File: src/rtl/sram_bus_arbiter.sv
// Two-port SRAM-like bus arbiter: merges CPU instruction and data requests onto one
// master port, round-robin with a grant locked until addr_ok, and routes data_ok in order.
module sram_bus_arbiter #(
  parameter int DEPTH = 4
) (
  input  logic        clk,
  input  logic        reset,

  input  logic        inst_req,
  input  logic        inst_wr,
  input  logic [1:0]  inst_size,
  input  logic [31:0] inst_addr,
  input  logic [31:0] inst_wdata,
  output logic [31:0] inst_rdata,
  output logic        inst_addr_ok,
  output logic        inst_data_ok,

  input  logic        data_req,
  input  logic        data_wr,
  input  logic [1:0]  data_size,
  input  logic [31:0] data_addr,
  input  logic [31:0] data_wdata,
  output logic [31:0] data_rdata,
  output logic        data_addr_ok,
  output logic        data_data_ok,

  output logic        m_req,
  output logic        m_wr,
  output logic [1:0]  m_size,
  output logic [31:0] m_addr,
  output logic [31:0] m_wdata,
  input  logic [31:0] m_rdata,
  input  logic        m_addr_ok,
  input  logic        m_data_ok,

  output logic        busy,
  output logic        proto_err
);

  typedef enum logic {
    OWNER_INST = 1'b0,
    OWNER_DATA = 1'b1
  } owner_e;

  localparam int PTR_W = $clog2(DEPTH);
  localparam int CNT_W = $clog2(DEPTH + 1);
  localparam logic [CNT_W-1:0] CNT_FULL = CNT_W'(DEPTH);

  logic             lock_valid_q, lock_valid_d;
  owner_e           lock_owner_q, lock_owner_d;
  owner_e           last_owner_q, last_owner_d;
  logic [DEPTH-1:0] owner_fifo_q, owner_fifo_d;
  logic [PTR_W-1:0] wr_ptr_q, wr_ptr_d;
  logic [PTR_W-1:0] rd_ptr_q, rd_ptr_d;
  logic [CNT_W-1:0] count_q, count_d;

  owner_e sel;
  owner_e head;
  logic   sel_req;
  logic   full;
  logic   accept;
  logic   pop;

  // A held lock overrides arbitration so a pending request is never swapped out.
  always_comb begin
    if (lock_valid_q) begin
      sel = lock_owner_q;
    end else if (inst_req && !data_req) begin
      sel = OWNER_INST;
    end else if (data_req && !inst_req) begin
      sel = OWNER_DATA;
    end else if (inst_req && data_req) begin
      sel = (last_owner_q == OWNER_INST) ? OWNER_DATA : OWNER_INST;
    end else begin
      sel = OWNER_INST;
    end
  end

  assign sel_req = (sel == OWNER_DATA) ? data_req : inst_req;
  assign full    = (count_q == CNT_FULL);

  // No bypass when full: a pop in the same cycle does not free a slot until next cycle.
  assign m_req   = !reset && sel_req && !full;
  assign m_wr    = (sel == OWNER_DATA) ? data_wr    : inst_wr;
  assign m_size  = (sel == OWNER_DATA) ? data_size  : inst_size;
  assign m_addr  = (sel == OWNER_DATA) ? data_addr  : inst_addr;
  assign m_wdata = (sel == OWNER_DATA) ? data_wdata : inst_wdata;

  assign accept       = m_req && m_addr_ok;
  assign inst_addr_ok = accept && (sel == OWNER_INST);
  assign data_addr_ok = accept && (sel == OWNER_DATA);

  assign head         = owner_e'(owner_fifo_q[rd_ptr_q]);
  assign pop          = !reset && m_data_ok && (count_q != '0);
  assign inst_data_ok = pop && (head == OWNER_INST);
  assign data_data_ok = pop && (head == OWNER_DATA);
  assign proto_err    = !reset && m_data_ok && (count_q == '0);

  assign inst_rdata = m_rdata;
  assign data_rdata = m_rdata;

  assign busy = lock_valid_q || (count_q != '0);

  always_comb begin
    // NOTE: every _d gets its hold value first, so no path through this block leaves a
    // signal unassigned and no latch is inferred; blocking '=' is correct in always_comb.
    lock_valid_d = lock_valid_q;
    lock_owner_d = lock_owner_q;
    last_owner_d = last_owner_q;
    owner_fifo_d = owner_fifo_q;
    wr_ptr_d     = wr_ptr_q;
    rd_ptr_d     = rd_ptr_q;
    count_d      = count_q;

    if (accept) begin
      owner_fifo_d[wr_ptr_q] = sel;
      wr_ptr_d               = wr_ptr_q + PTR_W'(1);
      last_owner_d           = sel;
      lock_valid_d           = 1'b0;
    end else if (m_req) begin
      lock_valid_d = 1'b1;
      lock_owner_d = sel;
    end

    if (pop) begin
      rd_ptr_d = rd_ptr_q + PTR_W'(1);
    end

    // Simultaneous push and pop leaves the occupancy unchanged.
    if (accept && !pop) begin
      count_d = count_q + CNT_W'(1);
    end else if (pop && !accept) begin
      count_d = count_q - CNT_W'(1);
    end
  end

  // NOTE: sequential state uses non-blocking '<=' so every flop samples pre-edge values.
  always_ff @(posedge clk or posedge reset) begin
    if (reset) begin
      lock_valid_q <= 1'b0;
      lock_owner_q <= OWNER_INST;
      last_owner_q <= OWNER_INST;
      wr_ptr_q     <= '0;
      rd_ptr_q     <= '0;
      count_q      <= '0;
    end else begin
      lock_valid_q <= lock_valid_d;
      lock_owner_q <= lock_owner_d;
      last_owner_q <= last_owner_d;
      wr_ptr_q     <= wr_ptr_d;
      rd_ptr_q     <= rd_ptr_d;
      count_q      <= count_d;
    end
  end

  // NOTE: the owner storage is not reset; an entry is only read after it was written,
  // because count gates every pop.
  always_ff @(posedge clk) begin
    owner_fifo_q <= owner_fifo_d;
  end

endmodule

File: config.mk
export PLATFORM = sky130hd
export DESIGN_NAME = sram_bus_arbiter
export DESIGN_NICKNAME = d
export VERILOG_FILES = /design/src/rtl/sram_bus_arbiter.sv
export SDC_FILE = /design/constraint.sdc
export NUM_CORES = 1
export LEC_CHECK = 0
export ABC_AREA = 1
export ABC_CLOCK_PERIOD_IN_PS = 1950
export CAP_MARGIN = 20
export CORE_AREA = 2 2 121 123
export DETAILED_ROUTE_END_ITERATION = 16
export DIE_AREA = 0 0 123 125
export SETUP_SLACK_MARGIN = 0.1
export SLEW_MARGIN = 20
export SYNTH_ARGS = -nofsm -noshare
export SYNTH_HDL_FRONTEND = slang
export SYNTH_SLANG_ARGS = --single-unit
File: constraint.sdc
create_clock -name clk -period 1.95 [get_ports clk]
set_clock_uncertainty 0.05 [all_clocks]
set_input_delay 0.195 -clock clk [delete_from_list [all_inputs] [get_ports clk]]
set_output_delay 0.195 -clock clk [all_outputs]
set_load 0.03 [all_outputs]
==> results of run 1 <==
[critical path, delay by kind of cell]
kind,cells,cell delay (ns)
simple gates,5,0.41
buf+inv,5,1.06
[cell type report]
type	instances	area (um2)	area share
inverter	17	77.6	0.0174
sequential	14	370	0.0832
timing repair buffer	242	2500	0.563
tap	184	230	0.0517
multi-input combinational	260	1190	0.267
clock buffer	4	78.8	0.0177
[layout by cell type (no fill, tap or decap), types with 5 or more instances in the layout]
master	synthesis	routed
buf_4	64	64
buf_6	4	21
nand2_2	2	5
clkdlybuf4s50_1	0	137
nand2_1	220	215
dfrtp_1	10	10
nor2_1	9	9
inv_1	15	11
buf_12	0	11
buf_16	0	5
[what timing repair did]
action	in CTS	in global routing
setup endpoints to repair	71	73
pin swaps	6	3
gates cloned	4	2
buffers inserted	5	3
gates resized for setup	38	8
[per-layer routing]
| metal | vias up | track usage |
|---|---|---|
| li1 | 1383 | - |
| met1 | 1127 | 0.134 |
| met2 | 177 | 0.199 |
| met3 | 6 | 0.0611 |
| met4 | 0 | 0.0140 |
| met5 | - | 0 |
[cells by family (layout without fill, tap and decap cells)]
family | count (synthesis) | in the layout
compound gates | 5 | 5
buf+inv | 95 | 263
flops | 14 | 14
simple gates | 244 | 244
xor+xnor | 4 | 4
mux | 1 | 1
fa+ha+maj | 6 | 6
[stage by stage]
| step | instances | utilization | setup WS (ns) | power, W |
|---|---|---|---|---|
| 2_1_floorplan | 369 | - | -0.0214 | 0.00339 |
| 3_3_place_gp | 703 | 0.282 | -0.201 | 0.00499 |
| 3_5_place_dp | 703 | 0.282 | -0.230 | 0.00501 |
| 4_1_cts | 716 | 0.308 | 0.0213 | 0.00614 |
| 5_1_grt | 721 | 0.314 | -0.0416 | 0.00667 |
| 6_report | 721 | 0.314 | 0.0402 | 0.00620 |
[power breakdown]
part	internal (W)	switching, W
Sequential	0.000429	0.0000972
Clock	0.000276	0.000116
Combinational	0.00230	0.00298
Total	0.00301	0.00319
[worst max-delay path by stage]
stage,start,end
2_1_floorplan,lock_valid_q,count_q[2]
6_report,inst_req,m_wdata[0]
3_5_place_dp,reset,count_q[1]
3_3_place_gp,reset,count_q[1]
5_1_grt,lock_valid_q,count_q[2]
4_1_cts,lock_valid_q,count_q[1]
[sequential cells by signal, summed over array words and instances (netlist names)]
| register | count |
|---|---|
| owner_fifo_q | 4 |
| lock_valid_q | 1 |
| wr_ptr_q | 2 |
| lock_owner_q | 1 |
| count_q | 3 |
| rd_ptr_q | 2 |
| last_owner_q | 1 |
==> results.py, run 1 <==
metrics = {
    "critical_path": {
        "cp_cell_sequence": "clkdlybuf4s50_1 > nand2_1 > nand3_2 > buf_6 > nand2_8 > inv_8 > buf_12 > nand2_1 > nand2_1 > buf_4",
        "critPathLaunchType": "input port",
        "cpMaxStageDelayCell": "clkdlybuf4s50_1",
        "r2r_start": "count_q[1]",
        "path_class": "in2out",
        "crit_required_ns": 1.70,
        "cpMostUsedCell": "nand2_1",
        "crit_path_max_incr_delay_ns": 0.49,
        "end_kind": "output pin",
        "worstPathArrival_ns": 1.66,
        "r2r_cells": 8,
        "worstReg2RegEnd": "count_q[1]",
        "r2r_slack_ns": 0.06,
        "critPathMaxFanout": 19,
    },
    "routing": {
        "wl_um": 9510,
        "antenna_left": 0,
        "wl_met3_um": 1160,
        "drc_errors": 0,
        "viasPerCell": 3.74,
        "top_layer_used": "met4",
        "vias": 2693,
        "wl_per_cell_um": 13.2,
        "drtPass1Iterations": 4,
        "wl_met2_um": 4550,
        "drt_iter0_drc": 82,
        "wl_met1_um": 3740,
    },
    "yosys": {
        "yosysSeqAreaShare": 0.175,
        "ys_async_sr_fraction": 0.714,
        "synth.top_cell.area_share": 0.391,
        "synth_top_cell_by_area": "nand2_1",
        "synth_edf_count": 4,
        "synthSimpleGateAreaFrac": 0.451,
        "syn_area_per_cell_um2": 5.73,
        "synth_top_family_by_area": "simple AND/OR/NAND/NOR gates",
        "ys_types": 24,
        "syn_area_um2": 2110,
        "synthFlopType": "dfrtp_1",
        "yosysMostFrequentCell": "nand2_1",
        "synth-compound-area-share": 0.0118,
        "ys.warnings.count": 0,
        "yosys-top-cells-count": "nand2_1, buf_4, inv_1",
        "synth_seq_cells": 14,
        "synth-adder-area-share": 0.0391,
        "syn_inst": 369,
        "synth_nets": 547,
        "synthMuxAreaShare": 0.00533,
        "synth_xor_area_frac": 0.0166,
        "yosys-top-cells-area": "nand2_1, buf_4, dfrtp_1",
    },
    "clock_network": {
        "cts_inserted_buffers": 3,
        "h-tree-depth": 1,
        "cts_tree": "built",
        "clock_latency_ns": 0.24,
        "clock_sinks": 14,
        "clkTransAtPathRegs_ns": 0.05,
        "cts_hold_buffers": 0,
        "cts_root_buf": "clkbuf_16",
        "clockBufferDepth": 2,
    },
    "floorplanning": {
        "io_pins": 310,
        "die_h_um": 125,
        "die_w_um": 123,
        "rows": 44,
        "core_area_um2": 14200,
        "start_util": 0.149,
        "die_area_um2": 15400,
    },
    "sta": {
        "hold_viol_final": 0,
        "fin_crit_sh": 0.979,
        "final.setup.tns_ns": 0,
        "setup_viol": 0,
        "slew_violations": 0,
        "relSlewSlack": 0.783,
        "clock.fmax_mhz": 524,
        "worstMarginPinSlew_ns": 0.324,
        "grt_setup_unrepaired": "yes",
        "finalCriticalPeriod_ns": 1.91,
        "fin_hold_ws_ns": 0.0624,
    },
    "cells_and_area": {
        "drive_above_1_share": 0.238,
        "n_fill_cell": 1545,
        "fin_area_um2": 4450,
        "antenna_cells": 0,
        "area_growth_pct": 111,
        "nNetsFinal": 716,
    },
    "pwr": {
        "p_leak_nw": 2.22,
        "ir_drop_v": 0.000558,
        "powerDensity_nw_per_um2": 1390,
    },
    "global_routing": {
        "overflow": 0,
        "grt_max_degree": 25,
        "grt_use_total": 0.117,
        "grt_pass1_wl_um": 14200,
        "antenna_found_initial": 0,
        "grt_pass1_vias": 2709,
    },
    "placed_design": {
        "place_area_um2": 4000,
        "io_buffers": 213,
        "dp_hpwl_um": 6840,
        "place_congestion": 0.740,
    },
    "worst_hold_path": {
        "hold_path.class": "in2async",
    },
    "status": {
        "status": "finished, final reports clean",
    },
    "job": {
        "drv_cap": 0,
    },
}
No activity file was read; power rests on OpenSTA's default activity.
==> run 2: changes to the inputs <==
--- a/config.mk
+++ b/config.mk
@@ -8,7 +8,10 @@
 export ABC_AREA = 1
-export ABC_CLOCK_PERIOD_IN_PS = 1950
+export ABC_CLOCK_PERIOD_IN_PS = 2400
 export CAP_MARGIN = 20
-export CORE_AREA = 2 2 121 123
+export CELL_PAD_IN_SITES_DETAIL_PLACEMENT = 0
+export CELL_PAD_IN_SITES_GLOBAL_PLACEMENT = 1
+export CORE_MARGIN = 2
+export CORE_UTILIZATION = 14
 export DETAILED_ROUTE_END_ITERATION = 16
-export DIE_AREA = 0 0 123 125
+export PLACE_DENSITY_LB_ADDON = 0.1
 export SETUP_SLACK_MARGIN = 0.1
==> constraint.sdc (replaced) <==
create_clock -name clk -period 2.4 [get_ports clk]
set_clock_uncertainty 0.05 [all_clocks]
set_input_delay 0.24 -clock clk [delete_from_list [all_inputs] [get_ports clk]]
set_output_delay 0.24 -clock clk [all_outputs]
set_load 0.05 [all_outputs]
==> run 2 against run 1 <==
  * Critical path depth is 2 lower
  * Hold slack better by 0.26 ns
  * Critical endpoint is now count_q[1]
  * Cell area is 8.1% higher
  * Wire length is 2.0% higher
  * Clock power is 19% lower
  * Sequential power is 19% lower
  * Setup slack better by 0.32 ns
  * Register-to-register slack better by 0.30 ns
  * Largest power group unchanged
  * Clock-buffer cell count is 1 lower
  * Sequential share of layout area is 0.63 points lower
  * Utilization is 1.5 points higher
==> results.py, run 2 (synthesis results as in run 1) <==
metrics = {
    "status": {
        "status": "finished, final reports clean",
    },
    "floorplanning": {
        "rows": 44,
        "die_h_um": 127,
        "start_util": 0.144,
        "io_pins": 310,
        "die_w_um": 127,
        "die_area_um2": 16100,
        "core_area_um2": 14600,
    },
    "cells_and_area": {
        "regMostFlops": "owner_fifo_q",
        "largest_reg_flops": 4,
        "post-route-util": 0.329,
        "layout_common_cells": "nand2_1, clkdlybuf4s50_1, buf_12",
        "reg_top3": "owner_fifo_q: 4 flops, count_q: 3 flops",
        "drive_above_1_share": 0.185,
        "n_fill_cell": 1578,
        "layout_commonest_cell": "nand2_1",
        "antenna_cells": 0,
        "final_cells": 704,
        "nNetsFinal": 699,
        "area_growth_pct": 128,
    },
    "clock_network": {
        "clkTransAtPathRegs_ns": 0.05,
        "h-tree-depth": 1,
        "clock_latency_ns": 0.24,
        "cts_tree": "built",
        "clock_sinks": 14,
        "cts_inserted_buffers": 3,
        "ctsResizeCount": 0,
        "cts_hold_buffers": 0,
        "clockBufferDepth": 2,
        "post_cts_buffers": 0,
        "cts_root_buf": "clkbuf_16",
    },
    "pwr": {
        "power_switching_w": 0.00339,
        "p_int_w": 0.00306,
        "swShare": 0.526,
        "clockPowerShare": 0.049,
        "p_leak_nw": 2.32,
        "power_w": 0.00645,
        "p_comb_frac": 0.885,
        "powerDensity_nw_per_um2": 1340,
        "ir_drop_v": 0.000584,
        "pwr-share-seq": 0.066,
    },
    "global_routing": {
        "grt_pass1_wl_um": 14900,
        "grt_pass1_vias": 2798,
        "overflow": 0,
        "grt_use_total": 0.117,
        "grt_max_degree": 39,
        "antenna_found_initial": 0,
    },
    "critical_path": {
        "setup.worst_path.start": "count_q[0]",
        "critPathMaxFanout": 4,
        "crit_family": "adder cells",
        "path_class": "reg2reg",
        "crit_path_max_incr_delay_ns": 0.43,
        "critPathLaunchType": "flip-flop",
        "cp_num_buf_inv": 2,
        "cp_cell_sequence": "nor3_1 > nor2_2 > nand3_2 > inv_1 > ha_1 > inv_1 > fa_1 > mux2_2",
        "crit_required_ns": 2.47,
        "end_kind": "flip-flop",
        "cpMaxStageDelayCell": "dfrtp_1",
        "cpMostUsedCell": "inv_1",
        "worstPathArrival_ns": 2.11,
        "r2r_start": "count_q[0]",
    },
    "worst_hold_path": {
        "hold_path.class": "in2async",
    },
    "routing": {
        "antenna_left": 0,
        "wl_um": 9700,
        "drc_errors": 0,
        "drt_iter0_drc": 67,
        "viasPerCell": 3.65,
        "wl_per_cell_um": 13.8,
        "vias": 2573,
        "drtPass1Iterations": 4,
    },
    "sta": {
        "grt_setup_unrepaired": "no",
        "worstMarginPinSlew_ns": 0.491,
        "setup_viol": 0,
        "fin_crit_sh": 0.848,
        "fin_hold_ws_ns": 0.321,
        "clock.fmax_mhz": 491,
        "finalCriticalPeriod_ns": 2.04,
        "final.setup.tns_ns": 0,
        "slew_violations": 0,
        "relSlewSlack": 0.671,
        "hold_viol_final": 0,
    },
    "placed_design": {
        "io_buffers": 213,
        "place_congestion": 0.725,
        "dp_hpwl_um": 8510,
        "placedCellCount": 700,
    },
    "job": {
        "drv_cap": 0,
    },
}
-- run 2: cell types whose count changed in the layout (fill, tap and decap cells not counted), moves of 4 or more --
cell     before  now
nand2_1     215  220
buf_4        64   11
inv_1        11   15
buf_6        21    0
buf_12       11   74
buf_16        5    0
-- run 2: stage by stage --
stage                     setup slack, ns  area (um2)
after global placement              0.117        4740
after CTS                           0.313        4820
after global routing                0.184        4820
final                               0.365        4820
after detailed placement            0.109        4740
after floorplan                     0.193        2110
-- run 2: cell type report --
| class | instances | area (um2) | area share |
|---|---|---|---|
| clock buffers | 3 | 75.1 | 0.0156 |
| multi-input cells | 260 | 1110 | 0.230 |
| repair buffers | 225 | 2970 | 0.616 |
| inverters | 17 | 63.8 | 0.0133 |
| clock inverters | 1 | 3.75 | 0.000779 |
| well taps | 184 | 230 | 0.0478 |
| flip-flops and latches | 14 | 370 | 0.0769 |
-- run 2: layer usage --
layer  track usage  wire length, um  vias up
li1              -                -     1344
met4        0.0142               37        0
met2         0.229             5260      152
met5             0                0        -
met1         0.116             3320     1073
met3        0.0523             1080        4
-- run 2: worst register-to-register path: stages (launching register included) --
cell and delay, ns:
dfrtp_1 0.43, nor3_1 0.27, nor2_2 0.09, nand3_2 0.07, inv_1 0.04, ha_1 0.18, inv_1 0.10, fa_1 0.42
mux2_2 0.27
-- run 2: power groups by stage --
stage / clock network, W / registers (W) / logic [W]
6_report: 0.000316 / 0.000429 / 0.00571
2_1_floorplan: 0 / 0.000414 / 0.00316
3_3_place_gp: 0 / 0.000432 / 0.00579
4_1_cts: 0.000328 / 0.000431 / 0.00582
5_1_grt: 0.000338 / 0.000444 / 0.00605
3_5_place_dp: 0 / 0.000433 / 0.00580
-- run 2: path summary, 6_finish.rpt --
check | endpoint | slack, ns | depth (start not counted)
max | count_q[1] | 0.36 | 8
min in group clk | data_rdata[18] | 0.43 | 0
min reg2reg | lock_owner_q | 0.44 | 2
max in group asynchronous | last_owner_q | 1.82 | 3
max reg2reg | count_q[1] | 0.36 | 8
min | wr_ptr_q[0] | 0.32 | 3
